<file path="config.mk">
export PLATFORM = sky130hd
export DESIGN_NAME = rgb_frame_avg
export DESIGN_NICKNAME = d
export VERILOG_FILES = /design/src/rtl/rgb_avg_pkg.sv /design/src/rtl/rgb_win_counter.sv /design/src/rtl/rgb_frame_avg.sv
export SDC_FILE = /design/constraint.sdc
export NUM_CORES = 1
export LEC_CHECK = 0
export CORE_ASPECT_RATIO = 0.7
export CORE_MARGIN = 4
export CORE_UTILIZATION = 53
export DETAILED_ROUTE_END_ITERATION = 10
export GPL_TIMING_DRIVEN = 0
export PLACE_DENSITY_LB_ADDON = 0.12
export SYNTH_ARGS = -nofsm -noshare
export SYNTH_HDL_FRONTEND = slang
export SYNTH_SLANG_ARGS = --single-unit
</file>
<file path="constraint.sdc">
create_clock -name clk_100MHz -period 4.4 [get_ports clk_100MHz]
set_input_delay 0.88 -clock clk_100MHz [delete_from_list [all_inputs] [get_ports clk_100MHz]]
set_output_delay 0.88 -clock clk_100MHz [all_outputs]
set_load 0.01 [all_outputs]
</file>
<file path="src/rtl/rgb_avg_pkg.sv">
// ============================================================================
// Module : rgb_avg_pkg
// Brief  : Shared widths, FSM states and colour-class codes for rgb_frame_avg.
// Rev    : 1.0  initial release
// ============================================================================
`default_nettype none

package rgb_avg_pkg;

  localparam int CH_W  = 8;
  localparam int RGB_W = 3 * CH_W;
  localparam int X_W   = 12;
  localparam int Y_W   = 11;

  localparam logic [1:0] CLASS_NEUTRAL = 2'd0;
  localparam logic [1:0] CLASS_RED     = 2'd1;
  localparam logic [1:0] CLASS_GREEN   = 2'd2;
  localparam logic [1:0] CLASS_BLUE    = 2'd3;
  localparam int         CLASS_MARGIN  = 32;

  typedef enum logic [1:0] {
    ST_WAIT_FRAME = 2'd0,
    ST_ACCUM      = 2'd1,
    ST_FINISH     = 2'd2
  } avg_state_t;

  // A channel wins only if it beats both others by the margin; 9 bits hold the biased sum.
  function automatic logic [1:0] classify(input logic [RGB_W-1:0] rgb);
    logic [CH_W:0] r, g, b, m;
    r = {1'b0, rgb[23:16]};
    g = {1'b0, rgb[15:8]};
    b = {1'b0, rgb[7:0]};
    m = 9'(CLASS_MARGIN);
    if (r >= g + m && r >= b + m)      classify = CLASS_RED;
    else if (g >= r + m && g >= b + m) classify = CLASS_GREEN;
    else if (b >= r + m && b >= g + m) classify = CLASS_BLUE;
    else                               classify = CLASS_NEUTRAL;
  endfunction

endpackage

`default_nettype wire

</file>
<file path="src/rtl/rgb_win_counter.sv">
// ============================================================================
// Module : rgb_win_counter
// Brief  : Column/row tracking from VDE/HSync/VSync and averaging-window decode.
// Rev    : 1.0  initial release
// ============================================================================
`default_nettype none

module rgb_win_counter
  import rgb_avg_pkg::*;
#(
  parameter int WIN_X0     = 608,
  parameter int WIN_Y0     = 328,
  parameter int WIN_W_LOG2 = 6,
  parameter int WIN_H_LOG2 = 6
) (
  input  logic clk,
  input  logic rst,
  input  logic hsync,
  input  logic vsync,
  input  logic vde,
  output logic in_window,
  output logic vsync_rise
);

  localparam int X_HI = WIN_X0 + (2 ** WIN_W_LOG2);
  localparam int Y_HI = WIN_Y0 + (2 ** WIN_H_LOG2);

  logic [X_W-1:0] r_x;
  logic [Y_W-1:0] r_y;
  logic           r_vde_d;
  logic           r_hsync_d;
  logic           r_vsync_d;
  logic           w_vde_fall;
  logic           w_hsync_rise;
  logic           w_x_in;
  logic           w_y_in;

  assign w_vde_fall   = r_vde_d & ~vde;
  assign w_hsync_rise = hsync & ~r_hsync_d;
  assign vsync_rise   = vsync & ~r_vsync_d;

  always_ff @(posedge clk or posedge rst) begin
    if (rst) begin
      r_x       <= '0;
      r_y       <= '0;
      r_vde_d   <= 1'b0;
      r_hsync_d <= 1'b0;
      r_vsync_d <= 1'b0;
    end else begin
      r_vde_d   <= vde;
      r_hsync_d <= hsync;
      r_vsync_d <= vsync;

      if (w_vde_fall || w_hsync_rise) r_x <= '0;
      else if (vde)                   r_x <= r_x + 1'b1;

      if (vsync_rise)      r_y <= '0;
      else if (w_vde_fall) r_y <= r_y + 1'b1;
    end
  end

  // X/Y are the coordinates of the pixel presented this cycle.
  assign w_x_in    = (32'(r_x) >= WIN_X0) && (32'(r_x) < X_HI);
  assign w_y_in    = (32'(r_y) >= WIN_Y0) && (32'(r_y) < Y_HI);
  assign in_window = vde && w_x_in && w_y_in;

endmodule

`default_nettype wire

</file>
<file path="src/rtl/rgb_frame_avg.sv">
// ============================================================================
// Module : rgb_frame_avg
// Brief  : Per-frame average of a 2^W x 2^H RGB window, with optional colour
//          classification enabled by macro RGB_AVG_CLASS_EN.
// Rev    : 1.0  initial release
// ============================================================================
`default_nettype none

module rgb_frame_avg
  import rgb_avg_pkg::*;
#(
  parameter int WIN_X0     = 608,
  parameter int WIN_Y0     = 328,
  parameter int WIN_W_LOG2 = 6,
  parameter int WIN_H_LOG2 = 6
) (
  input  logic             clk_100MHz,
  input  logic             Rst,
  input  logic [RGB_W-1:0] RGB_Data,
  input  logic             RGB_HSync,
  input  logic             RGB_VSync,
  input  logic             RGB_VDE,
  output logic [RGB_W-1:0] Avg_Data,
  output logic             Avg_Valid,
  output logic             Short_Frame,
  output logic [1:0]       Colour_Class
);

  localparam int               SHIFT = WIN_W_LOG2 + WIN_H_LOG2;
  localparam int               SUM_W = CH_W + SHIFT;
  localparam int               CNT_W = SHIFT + 1;
  localparam logic [CNT_W-1:0] FULL  = CNT_W'(1) << SHIFT;

  avg_state_t       r_state;
  logic [SUM_W-1:0] r_sum_r;
  logic [SUM_W-1:0] r_sum_g;
  logic [SUM_W-1:0] r_sum_b;
  logic [CNT_W-1:0] r_count;
  logic [RGB_W-1:0] r_avg_data;
  logic             r_avg_valid;
  logic             r_short_frame;
  logic             w_in_window;
  logic             w_vsync_rise;
  logic [RGB_W-1:0] w_avg;

  rgb_win_counter #(
    .WIN_X0     (WIN_X0),
    .WIN_Y0     (WIN_Y0),
    .WIN_W_LOG2 (WIN_W_LOG2),
    .WIN_H_LOG2 (WIN_H_LOG2)
  ) u_win_counter (
    .clk        (clk_100MHz),
    .rst        (Rst),
    .hsync      (RGB_HSync),
    .vsync      (RGB_VSync),
    .vde        (RGB_VDE),
    .in_window  (w_in_window),
    .vsync_rise (w_vsync_rise)
  );

  // Sum width is exactly CH_W+SHIFT, so its top byte is the divided result.
  assign w_avg = {r_sum_r[SUM_W-1 -: CH_W], r_sum_g[SUM_W-1 -: CH_W], r_sum_b[SUM_W-1 -: CH_W]};

`ifdef RGB_AVG_CLASS_EN
  logic [1:0] r_class;
`endif

  always_ff @(posedge clk_100MHz or posedge Rst) begin
    if (Rst) begin
      r_state       <= ST_WAIT_FRAME;
      r_sum_r       <= '0;
      r_sum_g       <= '0;
      r_sum_b       <= '0;
      r_count       <= '0;
      r_avg_data    <= '0;
      r_avg_valid   <= 1'b0;
      r_short_frame <= 1'b0;
`ifdef RGB_AVG_CLASS_EN
      r_class       <= CLASS_NEUTRAL;
`endif
    end else begin
      r_avg_valid   <= 1'b0;
      r_short_frame <= 1'b0;
      case (r_state)
        ST_WAIT_FRAME: begin
          if (w_vsync_rise) r_state <= ST_ACCUM;
        end
        ST_ACCUM: begin
          if (w_in_window) begin
            r_sum_r <= r_sum_r + SUM_W'(RGB_Data[23:16]);
            r_sum_g <= r_sum_g + SUM_W'(RGB_Data[15:8]);
            r_sum_b <= r_sum_b + SUM_W'(RGB_Data[7:0]);
            r_count <= r_count + 1'b1;
          end
          if (w_vsync_rise) r_state <= ST_FINISH;
        end
        ST_FINISH: begin
          if (r_count == FULL) begin
            r_avg_data  <= w_avg;
            r_avg_valid <= 1'b1;
`ifdef RGB_AVG_CLASS_EN
            r_class     <= classify(w_avg);
`endif
          end else begin
            r_short_frame <= 1'b1;
          end
          // Pixels arriving in this cycle are dropped along with the old sums.
          r_sum_r <= '0;
          r_sum_g <= '0;
          r_sum_b <= '0;
          r_count <= '0;
          r_state <= ST_ACCUM;
        end
        default: r_state <= ST_WAIT_FRAME;
      endcase
    end
  end

  assign Avg_Data    = r_avg_data;
  assign Avg_Valid   = r_avg_valid;
  assign Short_Frame = r_short_frame;
`ifdef RGB_AVG_CLASS_EN
  assign Colour_Class = r_class;
`else
  assign Colour_Class = CLASS_NEUTRAL;
`endif

endmodule

`default_nettype wire

</file>
* Word level (Yosys, flattened, before mapping)
Index checks and enable logic that the tools add are counted.
Word-level totals: output and inout port bits 28, flip-flop bits (word level) 127
Operators by class: magnitude comparators 4, bitwise operators 6, $add $sub $neg 6, reductions and logical operators 12, multiplexer cells 19, eq/ne operators 6
Operator list (number):
- 20-bit case mux with 2 select lines | 3
- 20-bit by 8-bit adder with 20-bit output | 3
- 20-bit two-way mux | 3
- 13-bit case mux with 2 select lines | 1
- 12-bit two-way mux | 2
- 11-bit two-way mux | 2
- 13-bit by 1-bit adder with 13-bit output, second input constant | 1
- 13-bit equality test, second input constant | 1
- 13-bit two-way mux | 1
- 12-bit by 1-bit adder with 12-bit output, second input constant | 1
- 12-bit by 10-bit greater-or-equal comparator with 1-bit output, second input constant | 1
- 12-bit by 10-bit < comparator with 1-bit output, second input constant | 1
- 11-bit by 1-bit adder with 11-bit output, second input constant | 1
- 11-bit by 9-bit greater-or-equal comparator with 1-bit output, second input constant | 1
- 11-bit by 9-bit < comparator with 1-bit output, second input constant | 1
- 2-bit by 1-bit inequality test with 1-bit output, second input constant | 3
- 2-bit case mux with 3 select lines | 1
- 2-bit AND reduction | 3
- 2-bit nonzero test | 3
- 1-bit logical AND | 4
- 1-bit two-way mux | 4
- 2-bit two-way mux | 2
- 1-bit bitwise AND | 3
- 1-bit inverter | 3
- 4 further kinds | 4

* Longest topological paths before layout
word-level depth 6, depth in mapped cells 8

* Hierarchy
From an unflattened synthesis, not the netlist that was laid out.
Second synthesis, totals: cells, all modules 650, area total of the unflattened synthesis 6756.5 µm²
By module, submodules not included:
- rgb_frame_avg | cells each 514, area an instance 5397.7 µm², seq. area each 2527.4 µm², times used 1
- rgb_win_counter | cells each 136, area an instance 1358.8 µm², seq. area each 650.6 µm², times used 1

* Worst setup path before layout
OpenSTA, ideal clock, no wires.
path kind in2reg, start input RGB_Data[0], end register r_sum_b[12], buffers on the path 0, arrival 2.536 ns, setup slack 1.797 ns, cell stages on the path 7, cells stage by stage ha_1 fa_1 a211oi_1 o311ai_0 o211ai_1 or4_1 nand2_1
Between the ends: longest elaborated chain between the ends 3
RTL lines:
- start: declaration | RTL line rgb_frame_avg.sv:19 | input logic [RGB_W-1:0] RGB_Data,
- 20-bit by 8-bit adder with 20-bit output | RTL line rgb_frame_avg.sv:92 | r_sum_b <= r_sum_b + SUM_W'(RGB_Data[7:0]);
- 20-bit two-way mux | RTL line rgb_frame_avg.sv:89 | if (w_in_window) begin
- 20-bit case mux with 2 select lines | RTL line rgb_frame_avg.sv:84 | case (r_state)
- end signal: assignment | RTL line rgb_frame_avg.sv:92
- end: declaration | RTL line rgb_frame_avg.sv:37 | logic [SUM_W-1:0] r_sum_b;
Every way passes these cells. The select of a mux whose other input is x is not followed. A chain may end at the register's enable or synchronous reset.

* Final worst setup path
start input RGB_Data[0], end register r_sum_b[10]
The elaborated chain is that of the path after synthesis.

==> run metrics <==
cell taking the most area after synthesis=dfrtp_1; initial core utilization=54.1%; Final setup viols=0; via count=5738; sequential power share=43.3%; YS warnings=0; initial antenna violation count=0; crit path kind=in -> reg; core box area=0.0124 mm2; ant diodes=0; Fin Setup TNS=0 ns; most frequent cells after synthesis=144 x nand2_1, 127 x dfrtp_1, 34 x nor2_1; Slew Viols, Final=0; CTS tree=yes; DIE AREA=0.0146 mm2; Post-Route Utilization=65.6%; CTS max path bufs=2; 1st-pass router iterations=5; RSZ-0062 raised after global routing=no; die width=143 um; Seq/Total Area, Yosys=47.3%; register bit total from synthesis=127; Vias/cell=5.99; layout cell share with drive strength beyond 1=5.78%; CTS Buf Count=17; Leakage=3.65 nW; Comb pwr share=8.6%; Boundary Pins=57; min cycle time layout=3.11 ns; Worst-path clk slew=0.06 ns; Placed Area=0.00750 mm2; WL per Instance=16.9 um; Post-synth EDFFs=0; dominant synthesized flop cell=dfrtp_1; status=completed; hold endpoint=Avg_Data[14]; number of global-route vias before repair=5449; Hold Violations, Final=0; Post-Syn Instances=708; R2R cell count=8; library cells used by synthesis=60; GR met3 Demand/Resource=4.96%; fmax=322 MHz; Synth area leaders=dfrtp_1 47%, nand2_1 8.0%, ha_1 5.4%, mux2i_1 3.3%, xor2_1 2.7%; Port Buffer Count=54; Placement Rows=34; Worst Path Max Fanout=10; # fillers=990; Worst Skew=0.00762 ns; initial drt markers=355; Mean Syn Cell Area=9.49 um2; total setup buffers inserted after CTS=0; antenna-violating nets left=0; Period Utilization, post-route=70.6%; worst reg2reg setup slack=1.79 ns; Tot GR Track Use=23.0%; CTS Sinks=127; htree depth=4; GR Overflow Total=0; internal power contribution=2.36 mW; CP Capture Type=register; worst r2r src=u_win_counter.r_x[8]; Startpoint Class=primary input; Final Wtd Congestion=0.866; Rel. slew slack=37.0%; nets=844; Min-Delay Path Class=reg -> reg; largest net degree at the start of global routing=78; Req. time, crit path=4.66 ns; P per Cell Area=395 mW/mm2; Synth top area share=47.3%; min-delay src=Avg_Data[14]; clock share of power=48.1%; placed insts=926; hold path depth=2; latest clock arrival within the worst-skew pair=0.41 ns; post-CTS resize count=0; first-pass GRT wire length=26.8 mm; cts hold-fix bufs=0; CTS root buf=clkbuf_16; fin area=0.00815 mm2; global route hottest layer=met2; Net Sw Power=0.862 mW; Final Non-Filler Cells=958; Die Y=102 um; ys async rst share=100%; maximum VDD drop=0.285 mV; synth-to-layout area growth=21.2%; hpwl dp=11.4 mm; wirelength, routed=16.2 mm; measured slew at the worst slew-check pin=0.940 ns; GR Util met1=33.8%; top-count cell post-synth=nand2_1; storage element area=0.00318 mm2; WP data arrival=3.37 ns; capturing point of the worst reg2reg path=r_count[9]; Mapped Area=0.00672 mm2; DRC viols=0; Multi-input gate area=0.00337 mm2; met2 Use GR=35.2%; switching share of total power=26.8%; Max Cap Viol=0
==> metrics by stage <==
step | setup slack (ns) | hold WS, ns | total power, mW
after floorplan | 0.136 | 0.445 | 1.57
after global placement | -1.68 | 0.454 | 1.66
after detailed placement | 0.911 | 0.455 | 1.69
after CTS | 1.34 | 0.469 | 3.24
after global routing | 1.20 | 0.490 | 3.35
final | 1.29 | 0.466 | 3.22
==> final cells by class <==
type | instances | share of cell area, %
buffer | 27 | 1.37
clock buffer | 17 | 5.22
clock inverter | 15 | 2.73
inverter | 18 | 0.891
multi-input combinational | 537 | 41.3
sequential | 127 | 39.0
tap | 162 | 2.49
timing repair buffer | 55 | 6.97
==> how the worst max path moves through the flow <==
stage,from,to,slack [ns],cells after the start
floorplan,Rst,Avg_Data[0],0.14,1
global placement,Rst,r_sum_g[5],-1.68,2
detailed placement,RGB_Data[0],r_sum_b[14],0.91,8
CTS,RGB_Data[0],r_sum_b[14],1.34,8
global route,RGB_Data[0],r_sum_b[14],1.20,8
finish,RGB_Data[0],r_sum_b[10],1.29,8
==> registers in the layout, summed over array words and instances (netlist names) <==
name	cells
Short_Frame	1
r_sum_g	20
u_win_counter.r_x	12
r_state	2
Avg_Valid	1
r_sum_b	20
Avg_Data	24
r_count	13
r_sum_r	20
u_win_counter.r_vde_d	1
u_win_counter.r_y	11
u_win_counter.r_hsync_d	1
u_win_counter.r_vsync_d	1
==> critical path: stages <==
cell and delay [ns]:
clkdlybuf4s50_1 0.46, ha_1 0.22, fa_1 0.26, a211oi_1 0.12, o311ai_0 0.34, o211ai_1 0.44, o311ai_0 0.50, o41ai_1 0.15
==> kinds of logic after synthesis <==
kind of cell	synth area share [%]
DFF	47.3
buffers and inverters	2.66
muxes	3.28
adders and majority gates	6.29
and+or+nand+nor	21.8
AOI/OAI and AO/OA	14.0
other	0.0558
xor gates and xnor gates	4.56
==> placed cells by master (no fill, tap or decap), drive strengths merged, types with 3 or more instances in the layout <==
cell,n
nand2,144
dfrtp,127
clkdlybuf4s50,54
clkbuf,40
nor2,34
o21ai,33
a21oi,31
ha,29
nand3,27
inv,25
nand4,23
mux2i,22
xor2,21
nor3,16
xnor2,14
o31ai,12
or4,12
or3,11
a22o,10
o211ai,8
o311ai,7
a21o,7
and3,7
nor4,6
nor2b,6
a211oi,5
o21a,5
buf,5
nand2b,4
a31oi,4
bufinv,4
nor4b,3
o41ai,3
o21bai,3
fa,3
clkinv,3
==> routing by layer <==
metal  vias to the layer above  wire length [um]
li1                       2709                 -
met1                      2830              7850
met2                       182              7330
met3                        17               918
met4                         0               136
met5                         -                 0
==> power by group through the flow <==
| stage | Combinational [mW] | Sequential (mW) | Clock [mW] |
|---|---|---|---|
| after CTS | 0.282 | 1.39 | 1.57 |
| after global placement | 0.259 | 1.40 | 0 |
| after detailed placement | 0.279 | 1.41 | 0 |
| after global routing | 0.314 | 1.41 | 1.62 |
| after floorplan | 0.188 | 1.38 | 0 |
| final | 0.278 | 1.40 | 1.55 |
No activity file was read; power rests on OpenSTA's default activity.
